[src/rtl/escalonador_datapath_pkg.sv]
// Shared definitions for the datapath scheduler: FSM state encoding, controller
// handshake widths and default sizing parameters.
package escalonador_datapath_pkg;

  typedef enum logic [2:0] {
    StIdle  = 3'd0,
    StGrant = 3'd1,
    StWait  = 3'd2,
    StResp  = 3'd3,
    StAbort = 3'd4
  } estado_e;

  // Controller handshake: single-bit start, done and local reset.
  localparam int unsigned CtrlStartW = 1;
  localparam int unsigned CtrlDoneW  = 1;
  localparam int unsigned CtrlRstW   = 1;

  localparam int unsigned DefaultN       = 4;
  localparam int unsigned DefaultW       = 8;
  localparam int unsigned DefaultTimeout = 16;

endpackage

[src/rtl/escalonador_datapath_arbitro_rr.sv]
// arbitro_rr: combinational round-robin arbiter.
//   req_i   : N request lines
//   ptr_i   : index of the highest-priority requester
//   gnt_o   : one-hot winner (all zero when no request)
//   idx_o   : binary index of the winner
//   valid_o : at least one request present
// Scans ptr_i, ptr_i+1, .. wrapping explicitly mod N so N need not be a power of 2.
module arbitro_rr #(
  parameter int unsigned N    = 4,
  parameter int unsigned IdxW = (N > 1) ? $clog2(N) : 1
) (
  input  logic [N-1:0]    req_i,
  input  logic [IdxW-1:0] ptr_i,
  output logic [N-1:0]    gnt_o,
  output logic [IdxW-1:0] idx_o,
  output logic            valid_o
);

  int unsigned      j;
  logic [IdxW-1:0]  jx;

  always_comb begin
    gnt_o   = '0;
    idx_o   = '0;
    valid_o = 1'b0;
    j       = 0;
    jx      = '0;
    for (int unsigned i = 0; i < N; i++) begin
      j = int'(ptr_i) + i;
      if (j >= N) j = j - N;
      jx = IdxW'(j);
      if (!valid_o && req_i[jx]) begin
        valid_o   = 1'b1;
        gnt_o[jx] = 1'b1;
        idx_o     = jx;
      end
    end
  end

endmodule

[src/rtl/escalonador_datapath.sv]
// escalonador_datapath: round-robin scheduler sharing one controller + datapath
// among N requesters, with a watchdog that aborts stalled transactions.
//   ck, rst        : clock (rising edge), asynchronous active-high reset
//   req, x_in      : per-requester level request and operand (slice k = x_in[k*W +: W])
//   gnt, ack, err  : one-hot grant, one-cycle ack pulse, abort flag valid with ack
//   result         : last datapath result, held until next capture
//   x_out, inicio  : operand and start pulse to the controller/datapath
//   ctrl_rst       : one-cycle controller reset on watchdog abort
//   done, s_in     : controller completion and datapath result
// All outputs are registered; each is asserted on entry to the state it belongs to,
// so e.g. inicio is high during GRANT and ack is high during RESP.
module escalonador_datapath
  import escalonador_datapath_pkg::*;
#(
  parameter int unsigned N       = DefaultN,
  parameter int unsigned W       = DefaultW,
  parameter int unsigned TIMEOUT = DefaultTimeout
) (
  input  logic           ck,
  input  logic           rst,
  input  logic [N-1:0]   req,
  input  logic [N*W-1:0] x_in,
  output logic [N-1:0]   gnt,
  output logic [N-1:0]   ack,
  output logic           err,
  output logic [W-1:0]   result,
  output logic [W-1:0]   x_out,
  output logic           inicio,
  output logic           ctrl_rst,
  input  logic           done,
  input  logic [W-1:0]   s_in
);

  localparam int unsigned IdxW = (N > 1) ? $clog2(N) : 1;
  localparam int unsigned CntW = $clog2(TIMEOUT);

  estado_e         state_q, state_d;
  logic [IdxW-1:0] ptr_q, ptr_d;
  logic [IdxW-1:0] idx_q, idx_d;
  logic [CntW-1:0] cnt_q, cnt_d;
  logic [N-1:0]    gnt_q, gnt_d;
  logic [N-1:0]    ack_q, ack_d;
  logic            err_q, err_d;
  logic            inicio_q, inicio_d;
  logic            ctrl_rst_q, ctrl_rst_d;
  logic [W-1:0]    result_q, result_d;
  logic [W-1:0]    x_out_q, x_out_d;

  logic [N-1:0]    win_gnt;
  logic [IdxW-1:0] win_idx;
  logic            win_valid;
  logic [W-1:0]    x_sel;

  arbitro_rr #(
    .N    (N),
    .IdxW (IdxW)
  ) u_arbitro (
    .req_i   (req),
    .ptr_i   (ptr_q),
    .gnt_o   (win_gnt),
    .idx_o   (win_idx),
    .valid_o (win_valid)
  );

  // Operand mux with constant slice indices.
  always_comb begin
    x_sel = '0;
    for (int unsigned k = 0; k < N; k++) begin
      if (win_idx == IdxW'(k)) x_sel = x_in[k*W +: W];
    end
  end

  always_comb begin
    state_d    = state_q;
    ptr_d      = ptr_q;
    idx_d      = idx_q;
    cnt_d      = cnt_q;
    gnt_d      = gnt_q;
    ack_d      = '0;
    err_d      = err_q;
    inicio_d   = 1'b0;
    ctrl_rst_d = 1'b0;
    result_d   = result_q;
    x_out_d    = x_out_q;
    unique case (state_q)
      StIdle: begin
        if (win_valid) begin
          gnt_d    = win_gnt;
          idx_d    = win_idx;
          x_out_d  = x_sel;
          inicio_d = 1'b1;
          state_d  = StGrant;
        end
      end
      StGrant: begin
        // done is not looked at here: the controller has not started yet.
        cnt_d   = '0;
        state_d = StWait;
      end
      StWait: begin
        cnt_d = cnt_q + 1'b1;
        if (done) begin
          result_d = s_in;
          err_d    = 1'b0;
          ack_d    = gnt_q;
          state_d  = StResp;
        end else if (cnt_q == CntW'(TIMEOUT - 1)) begin
          ctrl_rst_d = 1'b1;
          state_d    = StAbort;
        end
      end
      StAbort: begin
        err_d   = 1'b1;
        ack_d   = gnt_q;
        state_d = StResp;
      end
      StResp: begin
        ptr_d   = (idx_q == IdxW'(N - 1)) ? '0 : idx_q + 1'b1;
        gnt_d   = '0;
        state_d = StIdle;
      end
      default: state_d = StIdle;
    endcase
  end

  always_ff @(posedge ck or posedge rst) begin
    if (rst) begin
      state_q    <= StIdle;
      ptr_q      <= '0;
      idx_q      <= '0;
      cnt_q      <= '0;
      gnt_q      <= '0;
      ack_q      <= '0;
      err_q      <= 1'b0;
      inicio_q   <= 1'b0;
      ctrl_rst_q <= 1'b0;
      result_q   <= '0;
      x_out_q    <= '0;
    end else begin
      state_q    <= state_d;
      ptr_q      <= ptr_d;
      idx_q      <= idx_d;
      cnt_q      <= cnt_d;
      gnt_q      <= gnt_d;
      ack_q      <= ack_d;
      err_q      <= err_d;
      inicio_q   <= inicio_d;
      ctrl_rst_q <= ctrl_rst_d;
      result_q   <= result_d;
      x_out_q    <= x_out_d;
    end
  end

  assign gnt      = gnt_q;
  assign ack      = ack_q;
  assign err      = err_q;
  assign result   = result_q;
  assign x_out    = x_out_q;
  assign inicio   = inicio_q;
  assign ctrl_rst = ctrl_rst_q;

endmodule

[config.mk]
export PLATFORM = sky130hd
export DESIGN_NAME = escalonador_datapath
export DESIGN_NICKNAME = d
export VERILOG_FILES = /design/src/rtl/escalonador_datapath_pkg.sv /design/src/rtl/escalonador_datapath_arbitro_rr.sv /design/src/rtl/escalonador_datapath.sv
export SDC_FILE = /design/constraint.sdc
export NUM_CORES = 1
export LEC_CHECK = 0
export BUFFER_PORTS_ARGS = -buffer_cell sky130_fd_sc_hd__buf_2
export CORE_MARGIN = 1.5
export CORE_UTILIZATION = 51
export DETAILED_ROUTE_END_ITERATION = 12
export GPL_ROUTABILITY_DRIVEN = 1
export PLACE_DENSITY = 0.9
export SYNTH_ARGS = -nofsm -noshare
export SYNTH_HDL_FRONTEND = slang
export SYNTH_SLANG_ARGS = --single-unit
[constraint.sdc]
create_clock -name ck -period 3.85 [get_ports ck]
set_input_delay 0.77 -clock ck [delete_from_list [all_inputs] [get_ports ck]]
set_output_delay 0.77 -clock ck [all_outputs]
set_load 0.005 [all_outputs]
Yosys cells after proc, flatten, opt, wreduce, memory -nomap -nowiden
Cells that the tools add are included.
- logic and storage cells: 120
- bits of input ports: 47
- output and inout bits: 27
- bits in registers: 38
- bitwise operators: 3
- muxes and demuxes: 53
- add/sub/neg operators: 9
- equality and inequality tests: 12
- magnitude comparators: 12
- reduce and logical (&&, ||, !) cells: 20
- operators with widths (cell ; number):
    $mux W8 ; 4
    $mux W4 ; 6
    $pmux W4 S2 ; 3
    $mux W1 ; 18
    $mux W2 ; 9
    $lt A2 B3 Y1 const B ; 4
    $or A4 B4 Y4 ; 3
    $pmux W3 S4 ; 1
    $reduce_and A2 Y1 ; 5
    $ge A3 B3 Y1 const B ; 3
    $mux W3 ; 3
    $bmux W1 S2 ; 4
    $demux W1 S2 ; 4
    $ge A2 B1 Y1 const B ; 4
    $sub A2 B1 Y2 const B ; 4
    $logic_and A1 B1 Y1 ; 7
    $add A2 B2 Y3 const B ; 2
    $eq A2 B2 Y1 const B ; 3
    $eq A3 B2 Y1 const B ; 2
    $reduce_bool A2 Y1 ; 3
    $add A4 B1 Y4 const B ; 1
    $eq A4 B4 Y1 const B ; 1
    $add A2 B1 Y3 const B ; 1
    $eq A3 B1 Y1 const B ; 1
    other kinds (11) ; 13

Logic depth before layout (Yosys ltp)
Gate-level depths: netlist (run 1).
- word-level depth: 19
- gate-level depth with buffers: 13
- depth with buffers taken out: 8

Hierarchy
From an unflattened synthesis (run 1), not the netlist that was laid out.
- cell total of the unflattened synthesis: 179
- area total of the unflattened synthesis: 2220.9 µm²
- by module, submodules not included (module ; times used ; sequential area each (µm²) ; cells each ; area each (µm²)):
    escalonador_datapath ; 1 ; 950.9 ; 134 ; 1799.2
    arbitro_rr ; 1 ; 0.0 ; 45 ; 421.7

Worst setup path before layout (run 1)
Ideal clock, no wire load.
- path kind: register -> register
- from: register ptr_q[0]
- to: register x_out_q[0] (netlist: x_out[0])
- arrival time: 2784 ps
- stages on the path, launching flop included: 13
- period minus slack after synthesis: 2918 ps
- path slack: 932 ps
- cell sequence: dfrtp_1 > buf_2 > inv_1 > ha_1 > clkbuf_1 > mux4_2 > o21bai_1 > a21o_1 > and2_4 > buf_6 > buf_6 > o211ai_1 > o211ai_1
- word-level cells in the longest chain between the ends: 19
- elaborated cells between the ends (all ways): 46
- classes of those cells: 7 x add/sub; 4 x order compare; 3 x eq/ne; 24 x mux; 8 x reduce/logical
- RTL lines (item ; RTL line ; text):
    start: declaration ; escalonador_datapath.sv:38 ; logic [IdxW-1:0] ptr_q, ptr_d;
    start signal: assignment ; escalonador_datapath.sv:141 ; ptr_q <= ptr_d;
    branches (longest 19 deep; another with $add A2 B1 Y3) ; -- ;
    end signal: assignment ; escalonador_datapath.sv:150 ; x_out_q <= x_out_d;
    end: declaration ; escalonador_datapath.sv:47 ; logic [W-1:0] x_out_q, x_out_d;
Parallel ways; which one is timed is not known. The select of a mux whose other input is x is not followed.
A chain may end at the register's enable or synchronous reset.

Worst setup path in the final report (run 1)
- from: register ptr_q[1]
- to: register x_out_q[3] (netlist: x_out[3])
The elaborated chain is that of the path after synthesis.

==> results of run 1 <==
-- cell families after synthesis --
family,synth area share
buf+inv,0.0516
mux,0.135
simple gates,0.168
fa+ha+maj,0.0543
compound gates,0.178
flops,0.413
-- sequential cells by signal, indices dropped and copies added, names as in the netlist --
signal	count
inicio	1
x_out	8
gnt	4
ptr_q	2
state_q	3
err	1
ctrl_rst	1
ack	4
idx_q	2
result	8
cnt_q	4
-- worst min-delay path by stage --
| stage | startpoint | end | slack, ns | cells past startpoint |
|---|---|---|---|---|
| after detailed placement | gnt[0] | ack[0] | 0.49 | 1 |
| after CTS | gnt[0] | ack[0] | 0.51 | 1 |
| final | result[0] | result[0] | 0.50 | 1 |
| after global routing | result[2] | result[2] | 0.52 | 1 |
| after global placement | x_out[3] | x_out[3] | 0.47 | 2 |
| after floorplan | idx_q[1] | idx_q[1] | 0.45 | 2 |
-- per-layer routing --
metal / vias to the layer above / wire length, µm / track usage
met4: 0 / 137 / 0.0897
met1: 985 / 2320 / 0.308
met5: - / 0 / 0
met3: 18 / 299 / 0.0390
met2: 94 / 2710 / 0.381
li1: 997 / - / -
-- layout by cell type (no fill, tap or decap), drive strengths merged, types with 2 or more instances in the layout --
cell,n
a22oi,5
mux4,2
nor4,3
nand2b,2
and2,5
nor2,15
o21ai,16
clkbuf,6
buf,76
nand3,6
mux2i,12
mux2,13
nand2,23
a211o,2
o211ai,14
dfrtp,38
inv,5
a221oi,4
nand4,3
o21a,2
a21oi,10
nand3b,7
ha,10
nor3,2
bufinv,2
-- stage by stage --
stage,power (µW),instance area (µm²)
global placement,1820,2660
CTS,2310,2800
floorplan,1610,2300
finish,2310,2800
detailed placement,1880,2660
global route,2500,2800
-- power by group --
group          switching (µW)  internal, µW  leakage [µW]
Clock                     140           276     0.0000714
Combinational             666           540      0.000819
Sequential                136           554      0.000483
-- critical path: stages (launching register included) --
cell,delay [ns]
dfrtp_1,0.55
inv_1,0.17
ha_1,0.47
mux4_2,0.46
nor2b_4,0.20
or3_1,0.27
and2_4,0.34
mux2i_1,0.23
o221ai_1,0.13
-- layout make-up --
class | count | area [µm²] | area share
flip-flops and latches | 38 | 951 | 0.339
clock inverters | 2 | 60.1 | 0.0214
repair buffers | 76 | 388 | 0.138
inverters | 6 | 22.5 | 0.00804
multi-input cells | 173 | 1230 | 0.440
well taps | 52 | 65.1 | 0.0232
clock buffers | 6 | 82.6 | 0.0295
==> results.ini, run 1 <==
[run_status]
run_status = completed

[clock_tree]
cts_max_path_buffers = 2
numCtsBuffers = 5
clk_latency_ns = 0.29
cts_setup_buffers = 0
cts_tree = done
cts_root_buffer = clkbuf_8
cts_sinks = 38
ctsResizeCount = 0
clk_pin_slew_ns = 0.07
htreeDepth = 2
holdBufCountCts = 0

[power_and_ir_drop]
ir_worst_vdd_mv = 0.441
leakagePower_uw = 0.00137
p_per_area_nw_per_um2 = 825

[worst_setup_path]
crit_path_end = x_out[3]
cp.arrival_ns = 3.13
r2r_end = x_out[3]
crit_fanout = 16
criticalPathCategory = register to register
worstSetupStartpoint = ptr_q[1]
reg2reg_depth = 8
r2r_slack_ns = 0.88
critPathLaunchType = register
crit_required_ns = 4.01
crit-reg2reg-launch = ptr_q[1]
end_kind = register

[yosys]
synth.most_common_cell = dfrtp_1
ys_seq_area_frac = 0.413
async_flop_share = 1.00
ys_ff_latch = 38
avgSynthCellArea_um2 = 9.84
netlist_top_cells_area = dfrtp_1, mux2_2, ha_1, mux2i_1, o211ai_1
yosys_most_used_dff = dfrtp_1
synth_top_area_share = 0.413
synth_edf_count = 0
synth.distinct_cells = 45
yosys.area.top_type = dfrtp_1
synth_fp_nets = 291
yosys_warnings = 0
ys_top_cells_by_count = dfrtp_1, nand2_1, o21ai_0, nor2_1, o211ai_1
netlist_area_um2 = 2300
syn_inst = 234

[placement]
place_inst = 345
gp_congestion = 0.877
dp_hpwl_mm = 4.06
dp_slack_ns = 0.917
io_buffer_count = 73

[timing]
fin_skew_ns = 0.00772
rsz0062_at_grt = false
maxSlewHeadroom = 0.306
fmax_mhz = 336
max_slew.worst_pin.slew_ns = 1.03
holdWs_ns = 0.504
finalWorstSetupSlack_ns = 0.877
setup_tns_ns = 0
hold_viol_final = 0
period_minus_slack_ns = 2.97
post-route-period-util = 0.772
setup_viol_count_final = 0
finalMaxSlewViolations = 0

[job]
max-cap-violations = 0

[die]
die_area_um2 = 4930
num_io_pins = 74
rows = 24
die_width_um = 70.2
coreArea_um2 = 4350
die_y_um = 70.2
start_util = 0.529

[global_routing]
grt_pass1_wl_mm = 9.13
grt_overflow = 0
groute.usage.overall = 0.232
antenna_found_initial = 0
grt_pass1_vias = 1973
grt_max_degree = 26

[detailed_routing]
drt-total-wl_mm = 5.47
drt-pass1-iter-count = 4
first_iter_violations = 223
via_per_inst = 5.93
vias = 2094
drc = 0
post_drt_wl_per_cell_um = 15.5
ant_nets = 0

[layout]
nets = 357
fillers = 341
instances_no_fill = 353
drive_gt1_frac = 0.336
utilization = 0.643
diodes = 0
syn_to_final_growth_pct = 21.7

[worst_hold_path]
hp-class = register to register

No activity file was read; power rests on OpenSTA's default activity.
==> run 2, diff against run 1 <==
--- a/config.mk
+++ b/config.mk
@@ -5,6 +5,7 @@
 export SDC_FILE = /design/constraint.sdc
 export NUM_CORES = 1
 export LEC_CHECK = 0
+export ABC_AREA = 1
 export BUFFER_PORTS_ARGS = -buffer_cell sky130_fd_sc_hd__buf_2
 export CORE_MARGIN = 1.5
 export CORE_UTILIZATION = 51
==> constraint.sdc (replaced) <==
create_clock -name ck -period 3.05 [get_ports ck]
set_input_delay 0.61 -clock ck [delete_from_list [all_inputs] [get_ports ck]]
set_output_delay 0.61 -clock ck [all_outputs]
set_load 0.005 [all_outputs]
==> run 2 against run 1 <==
Against the previous run: non-clock buffer count is 1 higher; clock power grew 3%; largest power group unchanged; die area shrank 0.63%; sequential power rose by 23%.
==> results.ini, run 2 <==
[placement]
gp_congestion = 0.927
dp_hpwl_mm = 4.01
io_buffer_count = 73

[timing]
post-route-period-util = 0.862
rsz0062_at_grt = false
finalMaxSlewViolations = 0
hold_viol_final = 0
holdWs_ns = 0.474
setup_tns_ns = 0
maxSlewHeadroom = 0.381
fmax_mhz = 380
max_slew.worst_pin.slew_ns = 0.928
setup_viol_count_final = 0
fin_skew_ns = 0.00322
period_minus_slack_ns = 2.63

[worst_setup_path]
reg2reg_depth = 14
crit_required_ns = 3.23
end_kind = register
critPathLaunchType = register
cp.arrival_ns = 2.81
crit_fanout = 18
criticalPathCategory = register to register

[layout]
seqCellArea_um2 = 952
multiInputGateArea_um2 = 1150
layout_commonest_cell = nand2_1
drive_gt1_frac = 0.318
final_cell_mix = nand2_1, buf_2, dfrtp_1, nand3_1, inv_1
fillers = 358
syn_to_final_growth_pct = 23.2
nets = 425
diodes = 0

[yosys]
synth_edf_count = 0
ys_seq_area_frac = 0.416
synth.distinct_cells = 31
async_flop_share = 1.00
avgSynthCellArea_um2 = 7.91
synth_fp_nets = 346
syn_inst = 289
netlist_area_um2 = 2290
ys_top_cells_by_count = nand2_1, dfrtp_1, nand3_1, inv_1
synth.most_common_cell = nand2_1
yosys.area.top_type = dfrtp_1
synth_top_area_share = 0.416
netlist_top_cells_area = dfrtp_1, nand2_1, nand3_1, ha_1, inv_1
ys_ff_latch = 38
yosys_warnings = 0
yosys_most_used_dff = dfrtp_1

[global_routing]
grt_overflow = 0
antenna_found_initial = 0
grt_max_degree = 26
grt_pass1_vias = 2149
groute.usage.overall = 0.233
grt_pass1_wl_mm = 9.24

[detailed_routing]
drt-pass1-iter-count = 4
drt-met1-wl_mm = 2.17
dr_wl_met2_mm = 2.72
dr_wl_met3_um = 273
ant_nets = 0
drt-total-wl_mm = 5.24
maxUsedRoutingLayer = met4
drc = 0
first_iter_violations = 102
post_drt_wl_per_cell_um = 12.5
via_per_inst = 5.21
vias = 2190

[die]
rows = 24
start_util = 0.529
die_area_um2 = 4900
die_y_um = 70.0
coreArea_um2 = 4320
num_io_pins = 74
die_width_um = 70.0

[job]
max-cap-violations = 0

[power_and_ir_drop]
ir_worst_vdd_mv = 0.729
p_per_area_nw_per_um2 = 1140
leakagePower_uw = 0.00159
finalPower_uw = 3220

[clock_tree]
htreeDepth = 2
cts_sinks = 38
numCtsBuffers = 5
cts_tree = done
cts_max_path_buffers = 2
clk_latency_ns = 0.29
clk_pin_slew_ns = 0.07
cts_setup_buffers = 0
cts_root_buffer = clkbuf_8

[run_status]
run_status = completed

[worst_hold_path]
holdPathStages = 2
hp-class = register to register

run 2: routing by layer:
layer  global-route usage  up-vias
li1                     -     1104
met1                0.280     1003
met2                0.403       75
met3               0.0505        8
met4               0.0962        0
met5                    0        -
run 2: cell type report:
cell class | instances | share of cell area
multi-input combinational | 212 | 0.410
inverter | 34 | 0.0488
clock inverter | 1 | 0.0107
clock buffer | 6 | 0.0293
sequential | 38 | 0.338
timing repair buffer | 77 | 0.140
tap | 52 | 0.0231
run 2: timing repair:
| action | 4_1_cts | 5_1_grt |
|---|---|---|
| resized for setup | 0 | 1 |
| endpoints found under the setup margin | 0 | 2 |
| hold buffers | 0 | 0 |
run 2: critical path: stages (launching register included):
cell and delay [ns]:
dfrtp_1 0.51, inv_2 0.17, ha_1 0.39, inv_1 0.09, nand3_1 0.09, nand2_1 0.09
nor2_2 0.22, nor2_1 0.08, nand2_2 0.11, nand2_4 0.13, inv_2 0.10, nand2_2 0.16
or2_0 0.25, nand3_1 0.08, nand2_1 0.05
run 2: kinds of logic after synthesis:
family / Yosys count / share of synthesized area
and+or+nand+nor: 168 / 0.346
adders and majority gates: 10 / 0.0547
DFF: 38 / 0.416
buffers and inverters: 39 / 0.0793
xor gates and xnor gates: 1 / 0.00383
AOI/OAI and AO/OA: 33 / 0.100
run 2: metrics by stage:
stage	util	setup WS (ns)	cells	instance area [µm²]
floorplan	-	0.880	289	2290
global placement	0.625	0.444	413	2700
detailed placement	0.625	0.336	413	2700
CTS	0.651	0.310	420	2820
global route	0.652	0.109	420	2820
finish	0.652	0.420	420	2820
run 2: final timing paths:
kind / slack, ns / end / start
worst max-delay path: 0.42 / x_out[2] / ptr_q[1]
worst min-delay path: 0.47 / result[6] / result[6]
worst max register to register: 0.42 / x_out[2] / ptr_q[1]
worst min register to register: 0.47 / result[6] / result[6]
max in group asynchronous: 1.81 / ptr_q[0] / rst
min in group asynchronous: 0.51 / result[2] / rst
run 2: report_power, final:
group          leakage [µW]  switching (µW)  internal (µW)
registers          0.000488             148            700
clock network     0.0000573             169            262
logic               0.00105            1230            706
==> run 3, diff against run 2 <==
--- a/config.mk
+++ b/config.mk
@@ -11,6 +11,7 @@
 export CORE_UTILIZATION = 51
 export DETAILED_ROUTE_END_ITERATION = 12
 export GPL_ROUTABILITY_DRIVEN = 1
+export MAX_ROUTING_LAYER = met4
 export PLACE_DENSITY = 0.9
 export SYNTH_ARGS = -nofsm -noshare
 export SYNTH_HDL_FRONTEND = slang
==> constraint.sdc (replaced) <==
create_clock -name ck -period 3.05 [get_ports ck]
set_input_delay 0.61 -clock ck [delete_from_list [all_inputs] [get_ports ck]]
set_output_delay 0.61 -clock ck [all_outputs]
set_load 0.1 [all_outputs]
==> run 3 against run 2 <==
Against the previous run: cell count did not move; critical path depth is the same; critical path type unchanged; first-iteration DRC count rose by 77%; sequential cell count is the same; clock-buffer cell count down 1; sequential share of layout area increased by 0.41 points; hold slack got worse by 0.0038 ns; register-to-register slack got worse by 0.06 ns; global-route usage increased by 0.64 points; setup slack worse by 0.060 ns; critical endpoint unchanged.
==> results.ini, run 3 (synthesized netlist as in run 2, its figures left out) <==
[detailed_routing]
drc = 0
post_drt_wl_per_cell_um = 12.5
first_iter_violations = 181
via_per_inst = 5.19
vias = 2181
drt-total-wl_mm = 5.24
drt-pass1-iter-count = 4
ant_nets = 0

[placement]
gp_congestion = 0.912
dp_hpwl_mm = 3.98
io_buffer_count = 73

[timing]
max_slew.worst_pin.slew_ns = 0.929
period_minus_slack_ns = 2.69
maxSlewHeadroom = 0.380
setup_tns_ns = 0
fmax_mhz = 372
fin_skew_ns = 0.00526
holdWs_ns = 0.470
setup_viol_count_final = 0
finalMaxSlewViolations = 0
rsz0062_at_grt = false
post-route-period-util = 0.882
hold_viol_final = 0

[worst_setup_path]
cp.arrival_ns = 2.87
end_kind = register
r2r_slack_ns = 0.36
criticalPathCategory = register to register
crit_fanout = 18
critPathLaunchType = register
crit_required_ns = 3.24

[layout]
drive_gt1_frac = 0.318
diodes = 0
multiInputGateArea_um2 = 1150
nets = 425
layout_commonest_cell = nand2_1
final_cell_mix = nand2_1, buf_2, dfrtp_1, nand3_1, inv_1
syn_to_final_growth_pct = 21.7
fillers = 366
seqCellArea_um2 = 952

[die]
num_io_pins = 74
die_y_um = 70.0
die_area_um2 = 4900
die_width_um = 70.0
coreArea_um2 = 4320
rows = 24
start_util = 0.529

[global_routing]
groute.usage.overall = 0.239
antenna_found_initial = 0
grt_max_degree = 26
grt_pass1_vias = 2136
grt_pass1_wl_mm = 9.22
grt_overflow = 0

[clock_tree]
cts_setup_buffers = 0
clk_pin_slew_ns = 0.07
cts_max_path_buffers = 2
numCtsBuffers = 5
cts_root_buffer = clkbuf_8
cts_tree = done
cts_sinks = 38
htreeDepth = 2
clk_latency_ns = 0.29

[job]
max-cap-violations = 0

[worst_hold_path]
hp-class = register to register

[run_status]
run_status = completed

run 3: worst max-delay path, cell delays in order, from the launching register on:
cell,delay (ns)
dfrtp_1,0.53
inv_2,0.17
ha_1,0.39
inv_1,0.10
nand3_1,0.10
nand2_1,0.10
nor2_2,0.22
nor2_1,0.08
nand2_2,0.11
nand2_4,0.13
inv_2,0.10
nand2_2,0.16
or2_0,0.24
nand3_1,0.08
nand2_1,0.05
run 3: stage by stage:
| stage | worst slack, ns | utilization | cell area [µm²] | cells |
|---|---|---|---|---|
| after CTS | 0.290 | 0.644 | 2780 | 420 |
| after detailed placement | 0.318 | 0.625 | 2700 | 413 |
| after global routing | 0.0798 | 0.644 | 2780 | 420 |
| after floorplan | 0.876 | - | 2290 | 289 |
| after global placement | 0.436 | 0.625 | 2700 | 413 |
| final | 0.360 | 0.644 | 2780 | 420 |
run 3: path summary, 6_finish.rpt:
path / startpoint / endpoint / cells past startpoint
min reg2reg: result[1] / result[1] / 2
max in group asynchronous: rst / ptr_q[0] / 3
max: ptr_q[1] / x_out[2] / 14
min in group asynchronous: rst / result[7] / 2
max reg2reg: ptr_q[1] / x_out[2] / 14
min: result[1] / result[1] / 2
run 3: repair_timing:
action | CTS | global route
hold buffers | 0 | 0
hold endpoints to repair | 0 | 0
endpoints found under the setup margin | 0 | 2
gates resized for setup | 0 | 1
run 3: layout make-up:
class	count	area share
multi-input combinational	212	0.415
sequential	38	0.342
timing repair buffer	77	0.142
inverter	34	0.0494
clock buffer	5	0.0247
tap	52	0.0234
clock inverter	2	0.00360
run 3: metal layers:
| layer | up-vias | share of wire | global-route usage | routed length, µm |
|---|---|---|---|---|
| met3 | 15 | 0.052 | 0.0491 | 273 |
| met5 | - | 0 | - | 0 |
| met1 | 986 | 0.41 | 0.275 | 2160 |
| met4 | 0 | 0.023 | 0.0919 | 119 |
| met2 | 77 | 0.51 | 0.412 | 2690 |
| li1 | 1103 | - | - | - |
Power of run 3 is left out: the tool's default activity adds up to more than one toggle a clock period on the data nets, which glitch-free logic cannot reach.
